### src/rtl/skinny_inv_sbox8_isw1_pini_hs.sv
// Two-share masked inverse SKINNY-128 8-bit S-box: eight refreshed ISW
// (x NOR y) XOR z gadgets in four layers behind a valid/ready handshake.
module skinny_inv_sbox8_isw1_pini_hs #(
    parameter int LAYER_CYCLES  = 2,
    parameter bit CLEAR_ON_DONE = 1'b1
) (
    input  logic        clk,
    input  logic        rst,
    input  logic        in_valid,
    output logic        in_ready,
    input  logic [7:0]  si0,
    input  logic [7:0]  si1,
    input  logic [15:0] r,
    output logic        out_valid,
    input  logic        out_ready,
    output logic [7:0]  bo0,
    output logic [7:0]  bo1
);

    typedef enum logic [1:0] {S_IDLE, S_BUSY, S_DONE} state_t;

    localparam logic [2:0] LAST = 3'(4 * LAYER_CYCLES - 1);

    state_t          r_state;
    logic [2:0]      r_cnt;
    logic            r_in_ready;
    logic            r_out_valid;
    logic [7:0]      r_bo0;
    logic [7:0]      r_bo1;
    logic [7:0]      r_s0;
    logic [7:0]      r_s1;
    logic [15:0]     r_m;
    logic [7:0][1:0] r_p;
    logic [7:0][1:0] r_qr;
    logic [7:0][3:0] r_u;

    logic            w_idle;
    logic            w_busy;
    logic            w_acc;
    logic            w_clr;
    logic [7:0]      w_x0;
    logic [7:0]      w_x1;
    logic [15:0]     w_m;
    logic [7:0][1:0] w_a;
    logic [7:0][1:0] w_g;
    logic [7:0][1:0] w_p;
    logic [7:0][1:0] w_q;
    logic [7:0][1:0] w_z;
    logic [7:0][3:0] w_u;
    logic [3:0]      w_lref;
    logic [3:0]      w_lprd;
    logic [7:0]      w_ref;
    logic [7:0]      w_prd;
    logic [7:0]      w_y0;
    logic [7:0]      w_y1;

    assign w_idle = (r_state == S_IDLE);
    assign w_busy = (r_state == S_BUSY);
    assign w_acc  = w_idle & in_valid;
    assign w_clr  = CLEAR_ON_DONE & (r_state == S_DONE) & out_ready;

    // Layer 1 refreshes on the accept edge, straight from the ports.
    assign w_x0 = w_idle ? si0 : r_s0;
    assign w_x1 = w_idle ? si1 : r_s1;
    assign w_m  = w_idle ? r : r_m;

    always_comb begin
        w_a[0] = {w_x1[6], w_x0[6]};
        w_a[1] = {w_x1[5], w_x0[5]};
        w_a[2] = {w_x1[2], w_x0[2]};
        w_a[3] = {w_x1[7], w_x0[7]};
        w_a[4] = {w_x1[3], w_x0[3]};
        w_a[5] = {w_x1[1], w_x0[1]};
        w_a[6] = {w_x1[4], w_x0[4]};
        w_a[7] = {w_x1[0], w_x0[0]};
        for (int k = 0; k < 8; k++) begin
            w_g[k] = {r_u[k][1] ^ r_u[k][0], r_u[k][2] ^ r_u[k][3]};
        end
        // g0=y2 g1=y3 g2=y7 g3=y5 g4=y1 g5=y0 g6=y6 g7=y4
        w_p = {w_g[2], w_g[0], w_g[1], w_a[1],
               w_a[0], w_a[2], w_a[3], w_a[4]};
        w_q = {w_g[6], w_g[4], w_g[0], w_g[1],
               w_a[1], w_a[3], w_a[0], w_a[5]};
        w_z = {w_a[0], w_a[2], w_a[1], w_a[4],
               w_a[3], w_a[5], w_a[6], w_a[7]};
        for (int k = 0; k < 8; k++) begin
            w_u[k][3] = (r_p[k][1] & r_qr[k][1]) ^ w_z[k][1];
            w_u[k][2] = (~r_p[k][0] & r_qr[k][1]) ^ w_m[2*k+1];
            w_u[k][1] = (r_p[k][1] & r_qr[k][0]) ^ w_m[2*k+1];
            w_u[k][0] = (~r_p[k][0] & r_qr[k][0]) ^ w_z[k][0];
        end
        for (int l = 0; l < 4; l++) begin
            w_lref[l] = (l == 0) ? w_acc
                      : w_busy && (r_cnt == 3'(LAYER_CYCLES * l - 1));
            w_lprd[l] = w_busy && (r_cnt == 3'(LAYER_CYCLES * l));
        end
        w_ref = {w_lref[3], w_lref[2], {2{w_lref[1]}}, {4{w_lref[0]}}};
        w_prd = {w_lprd[3], w_lprd[2], {2{w_lprd[1]}}, {4{w_lprd[0]}}};
        w_y0 = {w_g[2][0], w_g[6][0], w_g[3][0], w_g[7][0],
                w_g[1][0], w_g[0][0], w_g[4][0], w_g[5][0]};
        w_y1 = {w_g[2][1], w_g[6][1], w_g[3][1], w_g[7][1],
                w_g[1][1], w_g[0][1], w_g[4][1], w_g[5][1]};
    end

    always_ff @(posedge clk) begin
        if (rst || w_clr) begin
            r_s0 <= '0;
            r_s1 <= '0;
            r_m  <= '0;
            r_p  <= '0;
            r_qr <= '0;
            r_u  <= '0;
        end else begin
            if (w_acc) begin
                r_s0 <= si0;
                r_s1 <= si1;
                r_m  <= r;
            end
            for (int k = 0; k < 8; k++) begin
                if (w_ref[k]) begin
                    r_p[k]  <= w_p[k];
                    r_qr[k] <= {w_q[k][1] ^ w_m[2*k],
                                ~w_q[k][0] ^ w_m[2*k]};
                end
                if (w_prd[k]) begin
                    r_u[k] <= w_u[k];
                end
            end
        end
    end

    always_ff @(posedge clk) begin
        if (rst) begin
            r_state     <= S_IDLE;
            r_cnt       <= '0;
            r_in_ready  <= 1'b1;
            r_out_valid <= 1'b0;
            r_bo0       <= '0;
            r_bo1       <= '0;
        end else begin
            unique case (r_state)
                S_IDLE: if (in_valid) begin
                    r_state    <= S_BUSY;
                    r_cnt      <= '0;
                    r_in_ready <= 1'b0;
                end
                S_BUSY: begin
                    r_cnt <= r_cnt + 3'd1;
                    if (r_cnt == LAST) begin
                        r_bo0       <= w_y0;
                        r_bo1       <= w_y1;
                        r_out_valid <= 1'b1;
                        r_state     <= S_DONE;
                    end
                end
                S_DONE: if (out_ready) begin
                    r_out_valid <= 1'b0;
                    r_in_ready  <= 1'b1;
                    r_state     <= S_IDLE;
                end
                default: r_state <= S_IDLE;
            endcase
        end
    end

    assign in_ready  = r_in_ready;
    assign out_valid = r_out_valid;
    assign bo0       = r_bo0;
    assign bo1       = r_bo1;

endmodule

### config.mk
export PLATFORM = sky130hd
export DESIGN_NAME = skinny_inv_sbox8_isw1_pini_hs
export DESIGN_NICKNAME = d
export VERILOG_FILES = /design/src/rtl/skinny_inv_sbox8_isw1_pini_hs.sv
export SDC_FILE = /design/constraint.sdc
export NUM_CORES = 1
export LEC_CHECK = 0
export ABC_AREA = 0
export ABC_CLOCK_PERIOD_IN_PS = 1750
export BUFFER_PORTS_ARGS = -buffer_cell sky130_fd_sc_hd__buf_4
export CAP_MARGIN = 15
export CORE_MARGIN = 2
export CORE_UTILIZATION = 40
export DETAILED_ROUTE_END_ITERATION = 10
export GPL_TIMING_DRIVEN = 0
export PLACE_DENSITY_LB_ADDON = 0.25
export SETUP_SLACK_MARGIN = 0.05
export SLEW_MARGIN = 0
export SYNTH_ARGS = -nofsm -noshare
export SYNTH_HDL_FRONTEND = slang
export SYNTH_SLANG_ARGS = --single-unit
### constraint.sdc
create_clock -name clk -period 1.75 [get_ports clk]
set_input_delay 0.175 -clock clk [delete_from_list [all_inputs] [get_ports clk]]
set_output_delay 0.175 -clock clk [all_outputs]
set_load 0.1 [all_outputs]
==> results of run 1 <==
## cells by family after synthesis
kind of cell	after synthesis	synth area share, %
compound gates	127	16.0
xor+xnor	28	4.77
fa+ha+maj	6	1.46
buf+inv	44	4.01
flops	115	44.8
mux	29	5.79
simple gates	251	23.2
## area by class of cell
cell class                 count  area (um2)  area share, %
timing repair buffer          62         490           7.29
clock buffer                  26         499           7.42
tap                          172         215           3.20
multi-input combinational    441        2870           42.7
sequential                   115        2310           34.3
clock inverter                 5        50.0          0.744
inverter                       6        22.5          0.335
buffer                        38         268           3.98
## repair_timing
item / in CTS / in global routing
resized for setup: 34 / 67
endpoints found under the hold margin: 4 / 0
endpoints found under the setup margin: 92 / 103
hold buffers: 3 / 0
pin swaps: 1 / 23
buffers inserted: 0 / 5
gates cloned: 0 / 1
## per-layer routing
layer  wire length, um  track usage (%)  part of all wire (%)  up-vias
met2              6890             34.2                    48      120
met1              6620             26.0                    46     2189
met3               648             5.50                   4.5       23
li1                  -                -                     -     2276
met4               238             8.13                   1.7        0
met5                 0                0                     0        -
## cells in the final DEF (no fill, tap or decap), drive strengths merged
master,n
and2b,1
or3,25
nand4,10
nor2b,14
a211o,10
or3b,1
clkinv,4
and4bb,1
buf,77
o21a,6
nand2,111
nand2b,11
o22ai,1
nand3,27
nor2,41
nor3b,1
a21oi,38
clkbuf,46
dlygate4sd3,3
ha,6
o21bai,1
mux2i,23
nand3b,1
a211oi,31
xnor2,28
mux2,6
a21o,2
bufinv,1
inv,6
a31oi,36
nor3,3
dfxtp,115
and2,4
a22oi,2
## per-stage QoR
stage                     setup TNS (ns)  instances  worst slack, ns
final                                  0        865           0.0535
after floorplan                        0        600            0.207
after CTS                              0        859           0.0410
after global placement             -4.18        825           -0.149
after global routing                   0        865          0.00912
after detailed placement           -6.07        825           -0.163
## sequential cells by signal, summed over array words and instances, names as in the netlist
| signal | cells |
|---|---|
| r_qr | 16 |
| r_state | 2 |
| r_m | 12 |
| out_valid | 1 |
| r_s0 | 8 |
| bo1 | 8 |
| bo0 | 8 |
| r_p | 16 |
| r_s1 | 8 |
| r_cnt | 3 |
| r_u | 32 |
| in_ready | 1 |
## synthesized netlist by cell type (all sizes together), types with 3 or more instances
library cell / count / share of area (%)
nand2b: 11 / 1.3
a211oi: 31 / 4.5
or3: 25 / 3.0
clkbuf: 19 / 1.4
a21oi: 38 / 3.7
nand4: 10 / 1.2
a211o: 10 / 1.7
ha: 6 / 1.5
mux2i: 23 / 4.5
inv: 6 / 0.44
a31oi: 36 / 4.4
o21a: 6 / 0.88
nor3: 3 / 0.29
and2: 4 / 0.49
nand2: 111 / 8.2
nor2: 41 / 3.1
buf: 19 / 2.2
xnor2: 28 / 4.8
dfxtp: 115 / 45
nor2b: 14 / 1.8
nand3: 27 / 2.6
mux2: 6 / 1.3
## power by group through the flow
stage | clock network [mW] | registers, mW | logic (mW)
CTS | 3.26 | 2.81 | 0.722
finish | 3.23 | 2.82 | 0.822
floorplan | 0 | 2.85 | 0.429
detailed placement | 0 | 2.86 | 0.685
global placement | 0 | 2.85 | 0.674
global route | 3.39 | 2.83 | 0.888
## worst reg2reg max path, delay by kind of cell, from the launching register on
kind	cells	cell delay, ns
simple gates	3	0.68
compound gates	1	0.19
buf+inv	2	0.26
flops	1	0.34
fa+ha+maj	1	0.14
## worst max-delay path by stage
stage                                  to  cells after the start  slack [ns]               startpoint
global route         r_u[19]$_SDFFE_PP0P_                      7       0.009    r_cnt[0]$_SDFFE_PP0P_
global placement     r_u[23]$_SDFFE_PP0P_                      6       -0.15  r_state[1]$_SDFFE_PP0P_
detailed placement   r_u[11]$_SDFFE_PP0P_                      6       -0.16  r_state[1]$_SDFFE_PP0P_
CTS                 r_qr[13]$_SDFFE_PP0P_                      5        0.04  r_state[0]$_SDFFE_PP0P_
finish                r_u[8]$_SDFFE_PP0P_                      7        0.05    r_cnt[0]$_SDFFE_PP0P_
floorplan            r_u[10]$_SDFFE_PP0P_                      7        0.21    r_cnt[0]$_SDFFE_PP0P_
==> flow_summary.json, run 1 <==
{
  "ys_ff_latch": 115,
  "p_int_mw": 5.17,
  "dr_total_vias": 4608,
  "drt-pass1-iter-count": 5,
  "clock_buffers_created_by_tritoncts": 17,
  "rows": 41,
  "cts.path.max_buffers": 2,
  "worstPathArrival_ns": 2.04,
  "final-setup-viol-count": 0,
  "core_region_area_mm2": 0.0126,
  "slew_headroom_pct": 63.0,
  "worst_skew_pair.late_latency_ns": 0.42,
  "crit-reg2reg-launch": "r_cnt[0]$_SDFFE_PP0P_",
  "timing.hold.worst_endpoint": "r_s1[4]$_SDFFE_PP0P_",
  "yosysWarnings": 0,
  "crit_path_max_incr_delay_ns": 0.40,
  "place_area_mm2": 0.00576,
  "start_util_pct": 40.9,
  "horizontal_extent_of_the_die_um": 117,
  "async_flop_share_pct": 0,
  "power_frac_seq_pct": 41.0,
  "cts.htree.levels": 4,
  "cp_cell_sequence": "inv_2 > ha_4 > nor2b_4 > nand2_4 > clkbuf_8 > or3_4 > a31oi_2",
  "holdPathStages": 3,
  "max_clock_freq_mhz": 589,
  "sequential_fraction_of_the_synthesis_area_pct": 44.8,
  "weighted_congestion_at_the_end_of_routability_driven_global_placement": 0.848,
  "run_status": "finished, final reports clean",
  "p_switching_mw": 1.70,
  "worst_slew_pin_slew_ns": 0.551,
  "grt_max_degree": 17,
  "grt_first_pass_wirelength_um": 22300,
  "final-hold-violation-count": 0,
  "cts.sink_count": 115,
  "critPathMaxFanout": 10,
  "drc": 0,
  "final_util_pct": 53.5,
  "max_slew_violation_count": 0,
  "groute.usage.overall_pct": 20.8,
  "critical_path.n_buffers_inverters": 2,
  "period_share_pct": 96.9,
  "period_minus_slack_ns": 1.70,
  "antenna_found_initial": 0,
  "max-cap-violations": 0,
  "grt_pass1_vias": 4314,
  "drt_first_iter_violations": 310,
  "synth_flop_cell": "dfxtp_1",
  "design.die.area_mm2": 0.0138,
  "routedWlPerCell_um": 16.6,
  "fp.dieH_um": 117,
  "vdd_drop_max_v": 0.000665,
  "fin_nets": 723,
  "critical_path.reg2reg.endpoint": "r_u[8]$_SDFFE_PP0P_",
  "cts_root_buf": "clkbuf_16",
  "global_route.overflow_total": 0,
  "n_fill_cell": 1173,
  "crit_path_start_kind": "register",
  "detailed_place_hpwl_um": 10300,
  "netlist_instances": 600,
  "hp-class": "primary input to register",
  "rr_worst_depth": 7,
  "power.clock.fraction_pct": 47.1,
  "number_of_distinct_library_cell_variants_in_the_gate_level_netlist_after_synthesis": 36,
  "power.share.switching_pct": 24.8,
  "reg2reg_setup_slack_ns": 0.05,
  "clk_transition_reported_paths_ns": 0.05,
  "critPathCaptureType": "register",
  "worst_ep_required_time_ns": 2.09,
  "total_power_mw": 6.87,
  "power.density_cell_area_mw_per_mm2": 1020,
  "timing.critical_path.slowest_stage_cell": "or3_4",
  "syn_area_per_cell_um2": 8.57,
  "design.portCount": 54,
  "worst_hold_slack_ns": 0.0114,
  "syn_nets": 642,
  "viasPerCell": 5.33,
  "netlist_area_mm2": 0.00514,
  "setup.worst_path.class": "register to register",
  "comb_power_share_pct": 12.0,
  "finClkSkew_ns": 0.0103,
  "post_route_cells_drive_above_1_share_pct": 24.1,
  "antenna_cells": 0,
  "route.final.wire_length_um": 14400,
  "critPathTopFamily": "simple AND/OR/NAND/NOR gates",
  "leakagePower_nw": 2.42,
  "area.growth.synth_to_final_pct": 30.9,
  "synth_edf_count": 0,
  "detail-route-antenna-nets": 0,
  "grt_setup_unrepaired": "yes",
  "stdcell_area_mm2": 0.00673,
  "hold_path_startpoint": "si1[4]",
  "tritoncts_clock_tree": "yes",
  "io_buffer_count": 53
}
Power figures use the tool's default switching activity.
==> run 2, diff against run 1 <==
ABC_CLOCK_PERIOD_IN_PS = 1480   (was 1750)
SLEW_MARGIN = 25   (was 0)
clock period = 1.48 ns   (was 1.75 ns; I/O delays follow)
==> flow_summary.json, run 2 (synthesis results as in run 1) <==
{
  "design.die.area_mm2": 0.0138,
  "slew_headroom_pct": 46.1,
  "timing.hold.worst_endpoint": "r_m[12]$_SDFFE_PP0P_",
  "final-hold-violation-count": 0,
  "n_fill_cell": 1033,
  "max_clock_freq_mhz": 612,
  "worstPathArrival_ns": 1.97,
  "post_route_cells_drive_above_1_share_pct": 34.8,
  "drt_first_iter_violations": 407,
  "worst_ep_required_time_ns": 1.82,
  "cts_root_buf": "clkbuf_16",
  "grt_first_pass_wirelength_um": 24400,
  "vdd_drop_max_v": 0.000978,
  "violated_checks": "negative setup slack",
  "power.density_cell_area_mw_per_mm2": 1180,
  "worst_hold_slack_ns": 0.00640,
  "tritoncts_clock_tree": "yes",
  "routedWlPerCell_um": 18.1,
  "stdcell_area_mm2": 0.00770,
  "horizontal_extent_of_the_die_um": 117,
  "viasPerCell": 5.40,
  "drt-pass1-iter-count": 5,
  "setup.worst_path.class": "register to register",
  "cp_cell_sequence": "inv_4 > ha_4 > nor2b_4 > nand2_4 > buf_8 > or3_4 > a31oi_1",
  "grt_max_degree": 17,
  "design.portCount": 54,
  "clk_transition_reported_paths_ns": 0.06,
  "reg2reg_setup_slack_ns": -0.15,
  "critical_path.reg2reg.endpoint": "r_u[0]$_SDFFE_PP0P_",
  "timing.setup.tns_ns": -5.13,
  "worst_skew_pair.late_latency_ns": 0.41,
  "critPathTopFamily": "simple AND/OR/NAND/NOR gates",
  "holdPathStages": 3,
  "mostFrequentLayoutCell": "dfxtp_1",
  "largest_registers": "r_u x32, r_p x16, r_qr x16",
  "fp.dieH_um": 117,
  "place_area_mm2": 0.00584,
  "start_util_pct": 40.9,
  "dr_total_vias": 4863,
  "hold_path_startpoint": "r[12]",
  "grt_setup_unrepaired": "yes",
  "period_share_pct": 110,
  "crit_path_start_kind": "register",
  "io_buffer_count": 53,
  "finClkSkew_ns": 0.00651,
  "critPathCaptureType": "register",
  "core_region_area_mm2": 0.0126,
  "area.growth.synth_to_final_pct": 49.8,
  "crit-reg2reg-launch": "r_cnt[0]$_SDFFE_PP0P_",
  "critical_path.n_buffers_inverters": 2,
  "largest_register_ffs": 32,
  "global_route.overflow_total": 0,
  "max_slew_violation_count": 0,
  "run_status": "finished, violations left",
  "grt_pass1_vias": 4782,
  "hp-class": "primary input to register",
  "drc": 0,
  "cts.path.max_buffers": 2,
  "max-cap-violations": 0,
  "cts.sink_count": 115,
  "detailed_place_hpwl_um": 10400,
  "crit_path_max_incr_delay_ns": 0.38,
  "period_minus_slack_ns": 1.63,
  "clock_buffers_created_by_tritoncts": 17,
  "antenna_found_initial": 0,
  "finalWorstSetupSlack_ns": -0.154,
  "leakagePower_nw": 2.79,
  "cts.htree.levels": 4,
  "weighted_congestion_at_the_end_of_routability_driven_global_placement": 0.841,
  "mostFrequentLayoutCells": "dfxtp_1 (110), nand2_1 (108), buf_4 (81), a31oi_1 (36), a21oi_1 (33)",
  "groute.usage.overall_pct": 22.5,
  "rr_worst_depth": 7,
  "final-setup-viol-count": 67,
  "fin_nets": 758,
  "total_power_mw": 9.11,
  "timing.critical_path.slowest_stage_cell": "or3_4",
  "rows": 41,
  "antenna_cells": 0,
  "detail-route-antenna-nets": 0,
  "multiInputGateArea_mm2": 0.00322,
  "layout.area.seq_mm2": 0.00232,
  "critPathMaxFanout": 5,
  "worst_slew_pin_slew_ns": 0.808,
  "route.final.wire_length_um": 16400,
  "regMostFlops": "r_u"
}
run 2: tightest hold or removal path: stages:
cell	delay (ns)
buf_4	0.12
nand2_1	0.05
a21oi_1	0.05
run 2: how the worst max path moves through the flow:
stage                                  from                    end  slack, ns  depth (start not counted)
floorplan           r_state[1]$_SDFFE_PP0P_   r_u[13]$_SDFFE_PP0P_       0.03                          5
global placement    r_state[1]$_SDFFE_PP0P_   r_u[23]$_SDFFE_PP0P_      -0.34                          6
detailed placement  r_state[1]$_SDFFE_PP0P_    r_u[7]$_SDFFE_PP0P_      -0.36                          6
CTS                   r_cnt[1]$_SDFFE_PP0P_    r_u[2]$_SDFFE_PP0P_      -0.12                          7
global route        r_state[1]$_SDFFE_PP0P_  in_ready$_SDFFE_PP1P_      -0.20                          6
finish                r_cnt[0]$_SDFFE_PP0P_    r_u[0]$_SDFFE_PP0P_      -0.15                          7
run 2: what timing repair did:
| item | CTS | global route |
|---|---|---|
| cloned | 3 | 2 |
| endpoints found under the setup margin | 110 | 108 |
| hold buffers | 9 | 0 |
| endpoints found under the hold margin | 10 | 0 |
| buffers inserted | 16 | 16 |
| pin swaps | 12 | 27 |
| gates resized for setup | 111 | 88 |
run 2: metrics by stage:
step                std cells  setup slack, ns  utilization (%)
finish                    901           -0.154             61.3
CTS                       884           -0.124             56.9
floorplan                 600           0.0331                -
global placement          825           -0.336             46.5
detailed placement        825           -0.355             46.5
global route              901           -0.197             61.3
run 2: final cells by class:
class | count | share of cell area, %
clock buffers | 24 | 6.51
well taps | 172 | 2.79
flip-flops and latches | 115 | 30.1
clock inverters | 8 | 2.21
inverters | 6 | 0.357
plain buffers | 36 | 5.26
repair buffers | 99 | 11.0
multi-input cells | 441 | 41.8
run 2: routing by layer:
| layer | vias to the layer above | global-route usage (%) | share of wire, % |
|---|---|---|---|
| li1 | 2345 | - | - |
| met1 | 2332 | 27.9 | 42 |
| met2 | 161 | 37.9 | 50 |
| met3 | 25 | 5.98 | 5.3 |
| met4 | 0 | 7.76 | 2.0 |
| met5 | - | 0 | 0 |
run 2: power breakdown:
group | switching [mW] | internal [mW]
clock network | 1.42 | 3.21
logic | 0.620 | 0.521
registers | 0.107 | 3.23
==> run 3, diff against run 2 <==
CTS_BUF_LIST = sky130_fd_sc_hd__clkbuf_4 sky130_fd_sc_hd__clkbuf_8   (was unset)
HOLD_SLACK_MARGIN = 0.12   (was unset)
PLACE_DENSITY = 0.71   (was unset)
PLACE_DENSITY_LB_ADDON = unset   (was 0.25)
==> flow_summary.json, run 3 (synthesis results as in run 1) <==
{
  "run_status": "finished, violations left",
  "violated_checks": "negative setup slack",
  "worst_slew_pin_slew_ns": 0.707,
  "weighted_congestion_at_the_end_of_routability_driven_global_placement": 0.865,
  "period_minus_slack_ns": 1.66,
  "fin_nets": 779,
  "detailed_place_hpwl_um": 10300,
  "non_filler_instances": 921,
  "critPathMaxFanout": 4,
  "n_fill_cell": 1012,
  "io_buffer_count": 53,
  "cts.sink_count": 115,
  "final-setup-viol-count": 69,
  "worst_ep_required_time_ns": 1.84,
  "worst_hold_slack_ns": 0.459,
  "setup.worst_path.class": "register to register",
  "hold_path_startpoint": "r_m[1]$_SDFFE_PP0P_",
  "worstPathArrival_ns": 2.02,
  "design.die.area_mm2": 0.0138,
  "leakagePower_nw": 2.79,
  "holdPathStages": 2,
  "route.final.wire_length_um": 16300,
  "grt_first_pass_wirelength_um": 24600,
  "critPathLaunch": "r_state[1]$_SDFFE_PP0P_",
  "regMostFlops": "r_u",
  "timing.setup.tns_ns": -6.08,
  "cts_root_buf": "clkbuf_8",
  "critPathTopFamily": "simple AND/OR/NAND/NOR gates",
  "clk_transition_reported_paths_ns": 0.07,
  "groute.usage.overall_pct": 22.2,
  "cts.htree.levels": 4,
  "slew_headroom_pct": 52.9,
  "antenna_cells": 0,
  "grt_setup_unrepaired": "yes",
  "critPathCaptureType": "register",
  "drc": 0,
  "area.growth.synth_to_final_pct": 49.9,
  "power.share.switching_pct": 26.1,
  "vdd_drop_max_v": 0.000705,
  "max-cap-violations": 0,
  "worst_skew_pair.late_latency_ns": 0.43,
  "hp-class": "register to register",
  "finalWorstSetupSlack_ns": -0.175,
  "comb_power_share_pct": 16.5,
  "drt-pass1-iter-count": 5,
  "cp_cell_sequence": "nor2_4 > buf_4 > buf_12 > buf_12 > mux2i_4 > or3_1 > a31oi_1",
  "global_route.overflow_total": 0,
  "mostFrequentLayoutCell": "dfxtp_1",
  "start_util_pct": 40.9,
  "routedWlPerCell_um": 17.7,
  "final-hold-violation-count": 0,
  "cts.path.max_buffers": 2,
  "stdcell_area_mm2": 0.00771,
  "largest_register_ffs": 32,
  "p_switching_mw": 1.96,
  "antenna_found_initial": 0,
  "place_area_mm2": 0.00584,
  "dr_total_vias": 5001,
  "max_slew_violation_count": 0,
  "post-place-ws_ns": -0.336,
  "detail-route-antenna-nets": 0,
  "core_region_area_mm2": 0.0126,
  "rows": 41,
  "largest_registers": "r_u x32, r_p x16, r_qr x16",
  "period_share_pct": 112,
  "tritoncts_clock_tree": "yes",
  "viasPerCell": 5.43,
  "post_route_cells_drive_above_1_share_pct": 35.1,
  "grt_max_degree": 17,
  "power_frac_seq_pct": 44.4,
  "finClkSkew_ns": 0.0105,
  "horizontal_extent_of_the_die_um": 117,
  "p_int_mw": 5.54,
  "crit_path_max_incr_delay_ns": 0.38,
  "max_clock_freq_mhz": 604,
  "clock_buffers_created_by_tritoncts": 17,
  "crit-reg2reg-launch": "r_state[1]$_SDFFE_PP0P_",
  "timing.hold.worst_endpoint": "r_m[1]$_SDFFE_PP0P_",
  "grt_pass1_vias": 4993,
  "mostFrequentLayoutCells": "dfxtp_1 (110), nand2_1 (108), buf_4 (73), dlygate4sd3_1 (37), a31oi_1 (36)",
  "power.density_cell_area_mw_per_mm2": 973,
  "design.portCount": 54,
  "critical-path-top-cell-by-count": "buf_12",
  "rr_worst_depth": 7,
  "crit_path_start_kind": "register",
  "timing.critical_path.slowest_stage_cell": "dfxtp_4",
  "fp.dieH_um": 117,
  "critical_path.reg2reg.endpoint": "r_u[28]$_SDFFE_PP0P_",
  "critical_path.n_buffers_inverters": 3,
  "power.clock.fraction_pct": 39.1,
  "reg2reg_setup_slack_ns": -0.18,
  "placed_cells": 825,
  "drt_first_iter_violations": 347
}
-- run 3: metal layers --
layer / global-route usage (%) / wire length, um
met5: 0 / 0
met4: 10.2 / 436
met3: 4.38 / 870
met2: 36.7 / 8080
met1: 27.9 / 6940
-- run 3: how the worst max path moves through the flow --
| stage | to | depth (start not counted) |
|---|---|---|
| 5_1_grt | r_u[10]$_SDFFE_PP0P_ | 7 |
| 4_1_cts | r_u[13]$_SDFFE_PP0P_ | 5 |
| 3_3_place_gp | r_u[27]$_SDFFE_PP0P_ | 6 |
| 3_5_place_dp | r_u[15]$_SDFFE_PP0P_ | 6 |
| 2_1_floorplan | r_u[13]$_SDFFE_PP0P_ | 5 |
| 6_report | r_u[28]$_SDFFE_PP0P_ | 7 |
-- run 3: layout make-up --
cell class / count / area, um2 / area share [%]
clock buffers: 26 / 320 / 4.16
multi-input cells: 441 / 3260 / 42.3
plain buffers: 37 / 420 / 5.45
flip-flops and latches: 115 / 2320 / 30.1
inverters: 6 / 27.5 / 0.357
clock inverters: 5 / 75.1 / 0.974
repair buffers: 119 / 1070 / 13.8
well taps: 172 / 215 / 2.79
-- run 3: tightest hold or removal path, stage by stage (launching register included) --
cell and delay (ns):
dfxtp_1 0.31, nand2_1 0.05, a21oi_1 0.05
-- run 3: power groups by stage --
stage | Clock (mW) | Combinational [mW] | Sequential [mW]
detailed placement | 0 | 0.830 | 3.39
global route | 3.11 | 1.32 | 3.34
CTS | 2.95 | 1.06 | 3.32
floorplan | 0 | 0.533 | 3.38
global placement | 0 | 0.812 | 3.38
finish | 2.94 | 1.23 | 3.33
-- run 3: stage by stage --
stage | util (%) | power, mW
after floorplan | - | 3.91
after global placement | 46.5 | 4.19
after detailed placement | 46.5 | 4.21
after CTS | 56.7 | 7.34
after global routing | 61.3 | 7.77
final | 61.3 | 7.50
-- run 3: repair_timing --
action                                 in CTS  in global routing
endpoints found under the hold margin      54                  0
setup endpoints to repair                 110                110
cloned                                      3                  3
pin swaps                                  13                 27
gates resized for setup                   100                117
buffers inserted                           14                  9
hold buffers                               37                  0
